<file path="config.mk">
export PLATFORM = sky130hd
export DESIGN_NAME = sqrt_job_wrapper
export DESIGN_NICKNAME = d
export VERILOG_FILES = /design/src/rtl/sqrt_pkg.sv /design/src/rtl/sqrt_result_fifo.sv /design/src/rtl/sqrt_job_wrapper.sv
export SDC_FILE = /design/constraint.sdc
export NUM_CORES = 1
export LEC_CHECK = 0
export ABC_AREA = 1
export BUFFER_PORTS_ARGS = -buffer_cell sky130_fd_sc_hd__buf_2
export CAP_MARGIN = 0
export CORE_MARGIN = 8
export CORE_UTILIZATION = 29
export CTS_BUF_LIST = sky130_fd_sc_hd__clkbuf_2 sky130_fd_sc_hd__clkbuf_4 sky130_fd_sc_hd__clkbuf_8
export CTS_CLUSTER_SIZE = 12
export DETAILED_ROUTE_END_ITERATION = 6
export GPL_ROUTABILITY_DRIVEN = 0
export MAX_ROUTING_LAYER = met4
export PLACE_DENSITY = 0.44
export SYNTH_ARGS = -nofsm -noshare
export SYNTH_HDL_FRONTEND = slang
export SYNTH_HIERARCHICAL = 1
export SYNTH_SLANG_ARGS = --single-unit
</file>
<file path="constraint.sdc">
create_clock -name clk -period 9.1 [get_ports clk]
set_input_delay 0.91 -clock clk [delete_from_list [all_inputs] [get_ports clk]]
set_output_delay 0.91 -clock clk [all_outputs]
set_load 0.005 [all_outputs]
</file>
<file path="src/rtl/sqrt_pkg.sv">
// Shared constants for the square-root job wrapper: FSM encoding and default sizing.
// Latency and backpressure are not applicable here; the package holds declarations only.
package sqrt_pkg;

  localparam logic [1:0] IDLE  = 2'd0;
  localparam logic [1:0] START = 2'd1;
  localparam logic [1:0] WAIT  = 2'd2;
  localparam logic [1:0] PUSH  = 2'd3;

  typedef enum logic [1:0] {
    S_IDLE  = IDLE,
    S_START = START,
    S_WAIT  = WAIT,
    S_PUSH  = PUSH
  } state_e;

  localparam int unsigned DEF_WIDTH   = 8;
  localparam int unsigned DEF_RWIDTH  = 8;
  localparam int unsigned DEF_DEPTH   = 4;
  localparam int unsigned DEF_TIMEOUT = 255;

endpackage

</file>
<file path="src/rtl/sqrt_result_fifo.sv">
// Synchronous result FIFO; head is shown combinationally, so a push is visible the next cycle.
// Backpressure: a push while full is dropped unless a pop happens in the same cycle; a pop while empty is ignored.
module sqrt_result_fifo #(
  parameter int unsigned DATA_W = 8,
  parameter int unsigned DEPTH  = 4,
  localparam int unsigned AW    = (DEPTH > 1) ? $clog2(DEPTH) : 1
) (
  input  logic              clk,
  input  logic              rst_n,
  input  logic              push_i,
  input  logic [DATA_W-1:0] push_dat_i,
  input  logic              pop_i,
  output logic [DATA_W-1:0] pop_dat_o,
  output logic [AW:0]       count_o,
  output logic              full_o,
  output logic              empty_o
);

  logic [DATA_W-1:0] mem_q [DEPTH];
  logic [AW-1:0]     wr_ptr_q, wr_ptr_d, rd_ptr_q, rd_ptr_d;
  logic [AW:0]       count_q, count_d;
  logic              do_push, do_pop;

  assign empty_o   = (count_q == '0);
  assign full_o    = (count_q == (AW+1)'(DEPTH));
  assign count_o   = count_q;
  assign pop_dat_o = mem_q[rd_ptr_q];
  assign do_pop    = pop_i && !empty_o;
  assign do_push   = push_i && (!full_o || do_pop);

  always_comb begin
    wr_ptr_d = wr_ptr_q;
    rd_ptr_d = rd_ptr_q;
    count_d  = count_q + {{AW{1'b0}}, do_push} - {{AW{1'b0}}, do_pop};
    if (do_push) wr_ptr_d = wr_ptr_q + 1'b1;
    if (do_pop)  rd_ptr_d = rd_ptr_q + 1'b1;
  end

  always_ff @(posedge clk) begin
    if (!rst_n) begin
      wr_ptr_q <= '0;
      rd_ptr_q <= '0;
      count_q  <= '0;
      for (int i = 0; i < int'(DEPTH); i++) mem_q[i] <= '0;
    end else begin
      wr_ptr_q <= wr_ptr_d;
      rd_ptr_q <= rd_ptr_d;
      count_q  <= count_d;
      if (do_push) mem_q[wr_ptr_q] <= push_dat_i;
    end
  end

endmodule

</file>
<file path="src/rtl/sqrt_job_wrapper.sv">
// Launches one square-root job per accepted operand and queues {operand, root} results; optional SQRT_WATCHDOG_EN flags hung jobs.
// Result visible one cycle after the core's armed done; input stalls while a job is in flight or the result FIFO is full.
module sqrt_job_wrapper
  import sqrt_pkg::*;
#(
  parameter int unsigned WIDTH   = DEF_WIDTH,
  parameter int unsigned RWIDTH  = DEF_RWIDTH,
  parameter int unsigned DEPTH   = DEF_DEPTH,
  parameter int unsigned TIMEOUT = DEF_TIMEOUT
) (
  input  logic              clk,
  input  logic              rst_n,
  input  logic              in_valid_i,
  output logic              in_ready_o,
  input  logic [WIDTH-1:0]  in_operand_i,
  output logic              core_start_o,
  output logic [WIDTH-1:0]  core_operand_o,
  input  logic              core_ready_i,
  input  logic [RWIDTH-1:0] core_root_i,
  output logic              out_valid_o,
  input  logic              out_ready_i,
  output logic [WIDTH-1:0]  out_operand_o,
  output logic [RWIDTH-1:0] out_root_o,
  output logic              out_err_o
);

  localparam int unsigned AW = (DEPTH > 1) ? $clog2(DEPTH) : 1;
`ifdef SQRT_WATCHDOG_EN
  localparam int unsigned ENTRY_W = WIDTH + RWIDTH + 1;
  localparam int unsigned CNT_W   = (TIMEOUT > 1) ? $clog2(TIMEOUT + 1) : 1;
  localparam logic [CNT_W-1:0] CNT_LAST = CNT_W'(TIMEOUT - 1);
  logic [CNT_W-1:0] cnt_q, cnt_d;
  logic             push_err;
`else
  localparam int unsigned ENTRY_W = WIDTH + RWIDTH;
`endif

  state_e              state_q, state_d;
  logic [WIDTH-1:0]    operand_q, operand_d;
  logic                armed_q, armed_d;
  logic                push;
  logic [RWIDTH-1:0]   push_root;
  logic [ENTRY_W-1:0]  push_dat, head_dat;
  logic [AW:0]         fifo_count;
  logic                fifo_full, fifo_empty;
  logic                accept;

  assign in_ready_o     = (state_q == S_IDLE) && (fifo_count != (AW+1)'(DEPTH));
  assign accept         = in_valid_i && in_ready_o;
  assign core_operand_o = operand_q;
  assign out_valid_o    = !fifo_empty;

  always_comb begin
    state_d      = state_q;
    operand_d    = operand_q;
    armed_d      = armed_q;
    core_start_o = 1'b0;
    push         = 1'b0;
    push_root    = core_root_i;
`ifdef SQRT_WATCHDOG_EN
    cnt_d        = cnt_q;
    push_err     = 1'b0;
`endif
    case (state_q)
      S_IDLE: begin
        if (accept) begin
          operand_d = in_operand_i;
          state_d   = S_START;
        end
      end
      S_START: begin
        core_start_o = 1'b1;
        armed_d      = 1'b0;
`ifdef SQRT_WATCHDOG_EN
        cnt_d        = '0;
`endif
        state_d      = S_WAIT;
      end
      S_WAIT: begin
        // A low ready before the core has been seen busy is the previous job's parked done.
        if (core_ready_i) armed_d = 1'b1;
        if (armed_q && !core_ready_i) begin
          push    = !fifo_full;
          state_d = S_PUSH;
        end
`ifdef SQRT_WATCHDOG_EN
        else if (cnt_q == CNT_LAST) begin
          push      = !fifo_full;
          push_root = '0;
          push_err  = 1'b1;
          state_d   = S_PUSH;
        end else begin
          cnt_d = cnt_q + 1'b1;
        end
`endif
      end
      S_PUSH:  state_d = S_IDLE;
      default: state_d = S_IDLE;
    endcase
  end

  always_ff @(posedge clk) begin
    if (!rst_n) begin
      state_q   <= S_IDLE;
      operand_q <= '0;
      armed_q   <= 1'b0;
`ifdef SQRT_WATCHDOG_EN
      cnt_q     <= '0;
`endif
    end else begin
      state_q   <= state_d;
      operand_q <= operand_d;
      armed_q   <= armed_d;
`ifdef SQRT_WATCHDOG_EN
      cnt_q     <= cnt_d;
`endif
    end
  end

`ifdef SQRT_WATCHDOG_EN
  assign push_dat = {push_err, operand_q, push_root};
  assign out_err_o = head_dat[ENTRY_W-1];
`else
  assign push_dat = {operand_q, push_root};
  assign out_err_o = 1'b0;
`endif
  assign out_operand_o = head_dat[WIDTH+RWIDTH-1:RWIDTH];
  assign out_root_o    = head_dat[RWIDTH-1:0];

  sqrt_result_fifo #(
    .DATA_W (ENTRY_W),
    .DEPTH  (DEPTH)
  ) u_fifo (
    .clk        (clk),
    .rst_n      (rst_n),
    .push_i     (push),
    .push_dat_i (push_dat),
    .pop_i      (out_ready_i),
    .pop_dat_o  (head_dat),
    .count_o    (fifo_count),
    .full_o     (fifo_full),
    .empty_o    (fifo_empty)
  );

endmodule

</file>
==> results.yml, run 1 <==
worst_setup_path:
  rr_worst_depth: 6
  critPathKind: "reg2out"
  cp-end-kind: "primary output"
  crit_path_max_fanout: 33
  timing.rr.start: "u_fifo/count_o[1]$_SDFF_PN0_"
  critical_path_required_ns: 8.19
  reg2reg_slack_ns: 6.25
  arrival_ns: 2.82
  worst_r2r_endpoint: "u_fifo/mem_q[0][4]$_SDFFCE_PN0P_"
  cp-start-kind: "register"
run_status:
  status: "complete, no violations"
sta:
  fin_crit_ns: 3.73
  hold_viol: 0
  relSlewSlack_pct: 24.5
  fmax_mhz: 268
  clock_skew_ns: 0.0109
  tightest_slew_ns: 1.13
  tns_ns: 0
  rsz0062_at_grt: "false"
  setup_viol: 0
  finalCritPeriodShare_pct: 41.0
  slew_viol_final: 0
power_and_ir_drop:
  p_leak_nw: 1.95
  power_density_nw_per_um2: 240
  p_total_mw: 1.07
  ir_drop_mv: 0.0906
yosys:
  ys_seq_area_share_pct: 60.5
  yosys.area.top_type: "edfxtp_1"
  yosys.area.top_type_share_pct: 50.1
  synth_cell_type_count: 31
  syn_area_sq_um: 3840
  syn_nets: 408
  yosysWarnings: 6
  ys_ff_latch: 84
  synth_area_per_cell_sq_um: 10.0
  yosys-top-cells-area: "edfxtp_1 50%, dfxtp_1 10%, nor2_1 6.6%, o21ai_0 5.5%, inv_1 4.9%"
  netlist_instances: 382
place:
  dpl.hpwl_microns: 6110
  portBuffers: 47
global_routing:
  grt_pass1_vias: 2824
  grt_start_max_net_pins: 34
  grtUsageTotal_pct: 12.3
  grt_pass1_wl_microns: 15300
  antenna_found_initial: 2
  overflow: 0
layout:
  n_fill_cell: 1368
  syn_to_final_growth_pct: 15.8
  nets: 453
  drive_above_1_share_pct: 20.6
floorplan:
  start_util_pct: 29.3
  die_x_microns: 131
  dieArea_sq_um: 17200
  die_h_microns: 131
  core_sq_um: 13100
  std_cell_rows: 42
  ioPinCount: 49
clock_network:
  clock-sinks: 84
  hold_buffers: 0
  postCtsResizedCells: 0
  cts_buffer_depth: 2
  cts-buffers-inserted: 9
  post_cts_buffers: 0
  htree_levels: 3
  clk_latency_ns: 0.35
  cts_tree: "yes"
  cts_root_buffer: "clkbuf_8"
  path_clk_slew_ns: 0.08
drt:
  postRouteAntennaNets: 0
  firstDrtPassIters: 4
  via_per_inst: 4.46
  vias: 2718
  wl_per_cell_microns: 15.7
  wl_microns: 9560
  drt-initial-drc-count: 217
  route.detailed.drc: 0
min_path:
  hp-start: "armed_q$_SDFFE_PN0P_"
  min_to: "armed_q$_SDFFE_PN0P_"
  holdPathStages: 2
  hold_path.class: "reg2reg"
job:
  maxCapViolCount: 0
==> metal layers <==
layer / wire length (microns) / vias up / GRT usage (%) / share of wire [%]
li1: - / 1370 / - / -
met1: 4470 / 1282 / 15.5 / 47
met3: 554 / 8 / 3.44 / 5.8
met2: 4440 / 58 / 19.1 / 46
met4: 93 / 0 / 3.04 / 0.97
met5: 0 / - / - / 0
==> through the flow <==
stage	util (%)	cell area [sq um]	worst slack, ns	instances	hold slack [ns]
final	34.0	4440	5.37	610	0.514
after global routing	34.0	4440	4.99	610	0.549
after CTS	33.9	4440	5.34	608	0.511
after detailed placement	32.3	4220	5.74	592	0.496
after global placement	32.3	4220	5.76	592	0.487
after floorplan	-	3840	5.73	382	0.457
==> critical path, stage by stage, from the launching register on <==
cell,delay [ns]
dfxtp_1,1.07
inv_1,0.76
o21ai_0,0.37
o22ai_1,0.12
buf_2,0.14
==> state kept, by name, indices dropped and copies added (netlist names), named ones only <==
| register | count |
|---|---|
| u_fifo/wr_ptr_q | 2 |
| u_fifo/count_o | 3 |
| state_q | 2 |
| u_fifo/mem_q | 64 |
| core_operand_o | 8 |
| armed_q | 1 |
| u_fifo/rd_ptr_q | 2 |
==> area by class of cell <==
class | count | area, sq um | area share (%)
diodes | 2 | 5.00 | 0.113
clock buffers | 11 | 139 | 3.12
clock inverters | 5 | 78.8 | 1.77
inverters | 51 | 191 | 4.31
multi-input cells | 230 | 1220 | 27.5
flip-flops and latches | 84 | 2320 | 52.3
well taps | 176 | 220 | 4.95
repair buffers | 51 | 265 | 5.97
==> synthesized netlist by cell type (all sizes together) <==
cell     n
ha       4
nand2   45
buf      8
fa       1
or2      1
a21oi   13
o22ai   16
nand4    1
conb     1
dfxtp   20
nand3   12
a22oi    1
edfxtp  64
clkinv   1
xor2     1
o21ai   42
nor3    17
clkbuf   9
a21boi   2
nor2    73
inv     50
==> where the power goes <==
group / internal [mW] / switching, mW
clock network: 0.160 / 0.130
logic: 0.113 / 0.165
registers: 0.445 / 0.0544
total: 0.718 / 0.349
==> cells by family (layout without fill, tap and decap cells) <==
| group | after synthesis | in the layout | synth area share (%) |
|---|---|---|---|
| adder cells (fa/ha/maj) | 5 | 5 | 1.83 |
| buffers and inverters | 68 | 118 | 7.66 |
| flip-flops | 84 | 84 | 60.5 |
| AND/OR/NAND/NOR | 149 | 149 | 19.0 |
| AO/OA/AOI/OAI | 74 | 74 | 10.7 |
| other | 1 | 3 | 0.0977 |
| XOR/XNOR | 1 | 1 | 0.228 |
==> placed cells by master, fill, tap and decap left out, types with 4 or more instances in the layout <==
master,n
o21ai_0,38
nand2_1,34
nor2_1,68
nand2_4,10
ha_1,4
nand3_1,9
nor3_1,17
o22ai_1,16
dfxtp_1,20
buf_4,4
edfxtp_1,64
a21oi_1,13
clkbuf_8,9
o21ai_1,4
inv_1,50
buf_2,47
==> worst max path at each step <==
stage	from	end	slack, ns
after floorplan	core_ready_i	u_fifo/mem_q[0][0]$_SDFFCE_PN0P_	5.73
after global placement	register	out_root_o[0]	5.76
after detailed placement	register	out_operand_o[7]	5.74
after CTS	register	out_operand_o[7]	5.34
after global routing	register	out_operand_o[5]	4.99
final	register	out_operand_o[0]	5.37
No activity file was read; power rests on OpenSTA's default activity.
==> inputs of run 2 (changes only) <==
--- a/config.mk
+++ b/config.mk
@@ -15,7 +15,7 @@
 export DETAILED_ROUTE_END_ITERATION = 6
 export GPL_ROUTABILITY_DRIVEN = 0
 export MAX_ROUTING_LAYER = met4
-export PLACE_DENSITY = 0.44
+export PLACE_DENSITY = 0.45
 export SYNTH_ARGS = -nofsm -noshare
 export SYNTH_HDL_FRONTEND = slang
 export SYNTH_HIERARCHICAL = 1
==> constraint.sdc (replaced) <==
create_clock -name clk -period 3.1 [get_ports clk]
set_input_delay 0.31 -clock clk [delete_from_list [all_inputs] [get_ports clk]]
set_output_delay 0.31 -clock clk [all_outputs]
set_load 0.005 [all_outputs]
==> results.yml, run 2 (same netlist as run 1, synthesis figures left out) <==
sta:
  fin_crit_ns: 2.24
  setup_viol: 0
  tns_ns: 0
  hold_viol: 0
  rsz0062_at_grt: "false"
  clock_skew_ns: 0.00747
  fmax_mhz: 446
  relSlewSlack_pct: 60.8
  slew_viol_final: 0
  fin_ws_ns: 0.858
  tightest_slew_ns: 0.588
  finalCritPeriodShare_pct: 72.3
worst_setup_path:
  cp-end-kind: "primary output"
  crit_path_max_fanout: 17
  critPathKind: "reg2out"
  arrival_ns: 1.93
  cp-start-kind: "register"
  critical_path_required_ns: 2.79
clock_network:
  cts_tree: "yes"
  postCtsResizedCells: 0
  htree_levels: 3
  cts_root_buffer: "clkbuf_8"
  path_clk_slew_ns: 0.08
  cts_buffer_depth: 2
  post_cts_buffers: 0
  cts-buffers-inserted: 9
  hold_buffers: 0
  clk_latency_ns: 0.35
  clock-sinks: 84
layout:
  layout_commonest_cell: "nor2_1"
  largest_reg_flops: 64
  drive_above_1_share_pct: 21.8
  layout_common_cells: "68 x nor2_1, 64 x edfxtp_1, 50 x inv_1"
  postLayoutCellArea_sq_um: 4500
  largest_register: "u_fifo/mem_q"
  nets: 462
  diodes: 0
  syn_to_final_growth_pct: 17.2
power_and_ir_drop:
  ir_drop_mv: 0.261
  p_leak_nw: 1.99
  power_density_nw_per_um2: 700
drt:
  drt-initial-drc-count: 141
  postRouteAntennaNets: 0
  via_per_inst: 4.49
  route.detailed.drc: 0
  wl_microns: 9930
  vias: 2768
  wl_per_cell_microns: 16.1
  firstDrtPassIters: 4
global_routing:
  antenna_found_initial: 0
  overflow: 0
  grt_pass1_vias: 2801
  grt_start_max_net_pins: 33
  grt_pass1_wl_microns: 15500
  grtUsageTotal_pct: 12.5
place:
  portBuffers: 47
  dp_slack_ns: 0.875
  dpl.hpwl_microns: 6480
  placed_area_sq_um: 4290
floorplan:
  die_h_microns: 131
  start_util_pct: 29.3
  core_sq_um: 13100
  dieArea_sq_um: 17200
  ioPinCount: 49
  std_cell_rows: 42
  die_x_microns: 131
run_status:
  status: "complete, no violations"
job:
  maxCapViolCount: 0
min_path:
  hold_path.class: "in2reg"
==> run 2: cell count changes in the layout (fill, tap and decap cells not counted), sizes merged <==
cell,delta
buf,+9
clkbuf,-1
diode,-2
==> run 2: area by class of cell <==
cell class | count | area (sq um)
sequential | 84 | 2320
timing repair buffer | 60 | 333
fill | 1356 | 8590
inverter | 51 | 191
multi-input combinational | 230 | 1220
tap | 176 | 220
clock inverter | 5 | 77.6
clock buffer | 10 | 131
==> run 2: power breakdown <==
part           total [mW]  internal, mW  switching, mW
registers            1.41          1.31          0.105
clock network       0.840         0.456          0.384
logic               0.899         0.344          0.555
total                3.15          2.11           1.04
==> run 2: metrics by stage <==
step / hold slack, ns / total power, mW / cells / utilization, %
detailed placement: 0.493 / 2.36 / 601 / 32.8
CTS: 0.198 / 3.20 / 616 / 34.4
floorplan: 0.431 / 1.98 / 382 / -
global placement: 0.491 / 2.35 / 601 / 32.8
global route: 0.203 / 3.38 / 616 / 34.4
finish: 0.219 / 3.15 / 616 / 34.4
==> run 2: final timing paths <==
kind,from,to,slack (ns),depth (start not counted)
min,in_operand_i[7],core_operand_o[7]$_SDFFE_PN0P_,0.22,3
max,register,out_root_o[2],0.86,5
min reg2reg,u_fifo/rd_ptr_q[0]$_SDFFE_PN0N_,u_fifo/rd_ptr_q[0]$_SDFFE_PN0N_,0.51,2
max reg2reg,u_fifo/count_o[2]$_SDFF_PN0_,u_fifo/count_o[1]$_SDFF_PN0_,0.87,13
==> run 2: routing by layer <==
| metal | share of wire (%) | vias up | wire length [microns] | GRT usage [%] |
|---|---|---|---|---|
| li1 | - | 1378 | - | - |
| met1 | 48 | 1337 | 4790 | 15.8 |
| met2 | 47 | 48 | 4680 | 19.8 |
| met3 | 3.8 | 5 | 379 | 3.24 |
| met4 | 0.83 | 0 | 82 | 2.63 |
| met5 | 0 | - | 0 | - |
==> run 2: critical path, stage by stage, from the launching register on <==
cell,delay (ns)
dfxtp_1,0.30
buf_4,0.20
inv_1,0.46
o21ai_0,0.22
o22ai_1,0.24
buf_2,0.16
